<file path="src/rtl/lram_pkg.sv">
// Shared types, default widths and the byte-lane merge used by the LRAM
// behavioural model.
package lram_pkg;

    typedef enum logic [1:0] {
        RDW_NORMAL        = 2'd0,
        RDW_WRITE_THROUGH = 2'd1,
        RDW_NO_CHANGE     = 2'd2
    } rdw_mode_e;

    localparam int LRAM_ADDR_W = 14;
    localparam int LRAM_DATA_W = 32;
    // Widest word the merge helper handles; callers size-cast in and slice out.
    localparam int LRAM_MAX_W  = 256;

    function automatic logic [LRAM_MAX_W-1:0] byte_merge(
        input logic [LRAM_MAX_W-1:0]   old_word,
        input logic [LRAM_MAX_W-1:0]   new_word,
        input logic [LRAM_MAX_W/8-1:0] ben
    );
        logic [LRAM_MAX_W-1:0] merged;
        merged = old_word;
        for (int i = 0; i < LRAM_MAX_W / 8; i++) begin
            if (ben[i]) begin
                merged[i*8 +: 8] = new_word[i*8 +: 8];
            end else begin
                merged[i*8 +: 8] = old_word[i*8 +: 8];
            end
        end
        return merged;
    endfunction

endpackage

</file>
<file path="src/rtl/lram_port.sv">
// One LRAM fabric port: access decode, read-during-write data select and the
// one- or two-stage do/dv pipeline with clock-enable stall and reset flush.
module lram_port
    import lram_pkg::*;
#(
    parameter int        DATA_W   = LRAM_DATA_W,
    parameter bit        OUTREG   = 1'b0,
    parameter rdw_mode_e RDW_MODE = RDW_NORMAL
) (
    input  logic              clk,
    input  logic              rst,
    input  logic              ce,
    input  logic              cs,
    input  logic              we,
    input  logic [DATA_W-1:0] rd_old,
    input  logic [DATA_W-1:0] rd_new,
    output logic [DATA_W-1:0] do_o,
    output logic              dv_o
);

    logic              access_s;
    logic              rd_vld_s;
    logic [DATA_W-1:0] rd_data_s;

    logic [DATA_W-1:0] s1_data_d, s1_data_q;
    logic              s1_vld_d,  s1_vld_q;
    logic [DATA_W-1:0] s2_data_d, s2_data_q;
    logic              s2_vld_d,  s2_vld_q;

    assign access_s  = ce & cs & ~rst;
    assign rd_vld_s  = access_s & (~we | (RDW_MODE != RDW_NO_CHANGE));
    // rd_new is the word as it will be stored, including any cross-port merge.
    assign rd_data_s = (we && (RDW_MODE == RDW_WRITE_THROUGH)) ? rd_new : rd_old;

    // Pipeline next state: everything holds while ce is low.
    always_comb begin
        s1_data_d = s1_data_q;
        s1_vld_d  = s1_vld_q;
        s2_data_d = s2_data_q;
        s2_vld_d  = s2_vld_q;
        if (ce) begin
            s1_vld_d  = rd_vld_s;
            s1_data_d = rd_vld_s ? rd_data_s : s1_data_q;
            s2_vld_d  = s1_vld_q;
            s2_data_d = s1_vld_q ? s1_data_q : s2_data_q;
        end else begin
            s1_vld_d  = s1_vld_q;
            s2_vld_d  = s2_vld_q;
        end
    end

    // Pipeline registers with synchronous flush.
    always_ff @(posedge clk) begin
        if (rst) begin
            s1_data_q <= '0;
            s1_vld_q  <= 1'b0;
            s2_data_q <= '0;
            s2_vld_q  <= 1'b0;
        end else begin
            s1_data_q <= s1_data_d;
            s1_vld_q  <= s1_vld_d;
            s2_data_q <= s2_data_d;
            s2_vld_q  <= s2_vld_d;
        end
    end

    assign do_o = OUTREG ? s2_data_q : s1_data_q;
    assign dv_o = OUTREG ? s2_vld_q  : s1_vld_q;

endmodule

</file>
<file path="config.mk">
export PLATFORM = sky130hd
export DESIGN_NAME = lram_port
export DESIGN_NICKNAME = d
export VERILOG_FILES = /design/src/rtl/lram_pkg.sv /design/src/rtl/lram_port.sv
export SDC_FILE = /design/constraint.sdc
export NUM_CORES = 1
export LEC_CHECK = 0
export ABC_CLOCK_PERIOD_IN_PS = 800
export CAP_MARGIN = 20
export CORE_MARGIN = 4
export CORE_UTILIZATION = 32
export CTS_CLUSTER_SIZE = 12
export DETAILED_ROUTE_END_ITERATION = 6
export PLACE_DENSITY_LB_ADDON = 0.2
export SLEW_MARGIN = 20
export SYNTH_ARGS = -nofsm -noshare
export SYNTH_HDL_FRONTEND = slang
export SYNTH_SLANG_ARGS = --single-unit
</file>
<file path="constraint.sdc">
create_clock -name clk -period 0.8 [get_ports clk]
set_input_delay 0.08 -clock clk [delete_from_list [all_inputs] [get_ports clk]]
set_output_delay 0.08 -clock clk [all_outputs]
set_load 0.01 [all_outputs]
</file>
Word level (Yosys, flattened, before mapping)
Cells that the tools add are included.
W data, S select, Z words.
- $add $sub $neg: 0
- multipliers: 0
- div/mod/pow operators: 0
- magnitude comparators: 0
- equality and inequality tests: 0
- shifts and indexed selects: 0
- muxes and demuxes: 0
- bitwise operators: 3
- reduce and logical (&&, ||, !) cells: 1
- operators by type and width (kind ; number):
    $and A1 B1 Y1 ; 2
    $reduce_and A2 Y1 ; 1
    $not A1 Y1 ; 1
- flip-flop bits (word level): 33
- latch bits: 0
- bits in writable memories: 0
- bits in read-only memories: 0
- input bits: 69
- output and inout bits: 33
- word-level logic and storage cells: 6
- memories: 0

Longest topological paths before layout
- word-level depth: 3
- mapped depth: 4
- depth with buffers taken out: 2

Worst setup path after synthesis
OpenSTA, ideal clock, no wires.
- kind: reg2reg
- start: register, netlist name do_o[18]
- end: register s1_data_q[18] (netlist: do_o[18])
- library setup time: 0.066 ns
- arrival time: 0.676 ns
- data required time: 0.734 ns
- path slack: 0.058 ns
- cell stages (with the launch flop): 3
- path buffers: 0
- period minus slack after synthesis: 0.742 ns
- cell sequence: dfxtp_1 > a21bo_1 > a21oi_2
- RTL lines (item ; RTL line ; RTL):
    end signal, assigned ; lram_port.sv:60 ; s1_data_q <= s1_data_d;
    end, declared ; lram_port.sv:25 ; logic [DATA_W-1:0] s1_data_d, s1_data_q;

Final worst setup path
- start: register s1_vld_q (netlist: dv_o)
- end: output dv_o
- RTL lines (item ; RTL line ; RTL):
    start, declared ; lram_port.sv:26 ; logic s1_vld_d, s1_vld_q;
    start signal, assigned ; lram_port.sv:61 ; s1_vld_q <= s1_vld_d;
    end, declared ; lram_port.sv:18 ; output logic dv_o
No word-level cell between the ends.

==> metrics <==
final worst-path cycle share=1.02; count of cell types in the netlist=11; hpwl dp=2.65 mm; Reg2Reg Setup Slack=40 ps; crit-path max cell delay=350 ps; CTS tree=done; Critical Path RT=720 ps; DR iter-0 viols=75; Max-Cap Viols=0; via count=1327; Final Hold Fails=0; Skew-Pair Late Insertion Delay=280 ps; drt total wl=3.97 mm; Met3 Wirelength=283 µm; CP max FO=2; top layer reached by signal wires=met4; Die W=76.6 µm; fin crit period=819 ps; dpl cells=257; vias per inst=5.01; Peak VDD IR=1.03 mV; Die H=76.6 µm; port buffer count=68; crit-path leading delay family=flip-flops; Mapped Avg Cell Area=10.1 µm²; vias in the first global route=1403; CTS H-tree lvls=2; Reg2Reg Depth=2; P per Cell Area=1560 nW/µm²; commonest non-fill, non-tap cells in the layout=dfxtp_2 (33), clkdlybuf4s50_1 (33), buf_6 (33), nand3_1 (32), a21bo_1 (32); synth warn=0; Diodes inserted=0; hold path cells=3; Synthesized Nets=218; final antenna-violating net count=0; met2 wire length=1.89 mm; Setup Crit Path Kind=flop to primary output; reg-to-reg endpoint=do_o[21]; violated checks=negative setup slack; GR Overflow Total=0; worst path bufs/invs=1; Tot GR Track Use=0.138; Layout fillers=410; P_leak=0.931 nW; CP startpoint kind=flop; CP endpoint kind=primary output; hold path start=ce; P&R area growth vs syn=58.5%; number of remaining DRC errors=0; Routed met1 length=1.74 mm; Post-Layout Cell Count=265; CP max stage cell=dfxtp_2; Gate Count Post-Synth=149; status=finished, violations left; Worst Hold Class=input port to flop; Hold-fix buffers, CTS=0; Num CTS Buffers=5; CP cell instances=buf_6; skew final=0 ps; Data arrival, critical path=740 ps; Place WS=-221 ps; sequential-to-total area share from yosys stat=0.439; Reg clk slew, reported paths=70 ps; Ports=102; Placer Congestion=0.770; post-route setup slack=-18.7 ps; routed len/inst=15.0 µm; Max clock buf depth=2; nets=281; share of post-route cells with drive strength above 1=0.460; Final setup viols=9; initial core utilization=0.339; die area=5870 µm²; synthesized flop and latch total=33; Levels on crit path=1; Worst-Margin Slew=192 ps; global-route wire length before repair=6.69 mm; Critical R2R Launch=do_o[21]; FMAX=1220 MHz; root buf cell=clkbuf_8; first drt pass iteration count=4; Sink Count=33; Slew Viols, Final=0; antenna violations before repair=0; unrepaired setup endpoints after global routing=yes; CORE AREA=4440 µm²; Min-Delay Endpoint=do_o[21]; relative slew slack=0.872; Post-Syn Area=1510 µm²; Placement Rows=24; largest net degree at the start of global routing=35
## final cells by class
| type | count | area [µm²] | share of cell area |
|---|---|---|---|
| timing repair buffer | 74 | 820 | 0.343 |
| clock inverter | 2 | 10.0 | 0.00419 |
| tap | 52 | 65.1 | 0.0273 |
| sequential | 33 | 702 | 0.294 |
| clock buffer | 6 | 72.6 | 0.0304 |
| multi-input combinational | 98 | 718 | 0.301 |
## worst register-to-register path, delay by kind of cell, from the launching register on
kind / cells / cell delay (ps)
DFF: 1 / 350
AOI/OAI and AO/OA: 2 / 340
## power by group
| part | total, W | switching (W) | internal, W |
|---|---|---|---|
| Combinational | 0.000728 | 0.000290 | 0.000438 |
| Sequential | 0.00179 | 0.0000549 | 0.00174 |
| Clock | 0.00119 | 0.000591 | 0.000602 |
## sequential cells by signal, summed over array words and instances (netlist names)
name  flops
do_o     32
dv_o      1
## metal layers
layer | track usage | vias to the layer above
met3 | 0.0556 | 7
li1 | - | 656
met4 | 0.0489 | 0
met1 | 0.162 | 616
met5 | 0 | -
met2 | 0.228 | 48
## cells by family after synthesis
logic type      share of synthesized area
mux                               0.00664
buf+inv                            0.0847
compound gates                      0.361
simple gates                        0.109
flops                               0.439
## worst max-delay path by stage
| stage | start | to |
|---|---|---|
| 2_1_floorplan | do_o[18] | do_o[18] |
| 3_3_place_gp | rst | dv_o |
| 3_5_place_dp | rst | do_o[3] |
| 4_1_cts | do_o[17] | do_o[17] |
| 5_1_grt | dv_o | dv_o |
| 6_report | dv_o | dv_o |
## Yosys cell counts, drive strengths merged
library cell / count / area, µm²
a21bo: 32 / 320
nand3: 32 / 160
mux2i: 1 / 10.0
a21oi: 32 / 224
clkbuf: 1 / 3.75
dfxtp: 33 / 661
nor2: 1 / 3.75
buf: 17 / 124
## through the flow
stage | hold slack [ps] | total power, W | setup TNS [ps] | instance area (µm²) | util
after floorplan | 227 | 0.00213 | 0 | 1510 | -
after global placement | 421 | 0.00250 | -10330 | 2220 | 0.500
after detailed placement | 425 | 0.00252 | -10880 | 2220 | 0.500
after CTS | 113 | 0.00376 | -275 | 2390 | 0.537
after global routing | 125 | 0.00388 | -775 | 2390 | 0.537
final | 125 | 0.00371 | -55.0 | 2390 | 0.537
## timing repair
item,in CTS,in global routing
setup endpoints to repair,33,34
pin swaps,0,1
setup buffers,0,0
gates resized for setup,198,0
(Power assumes the default switching activity.)
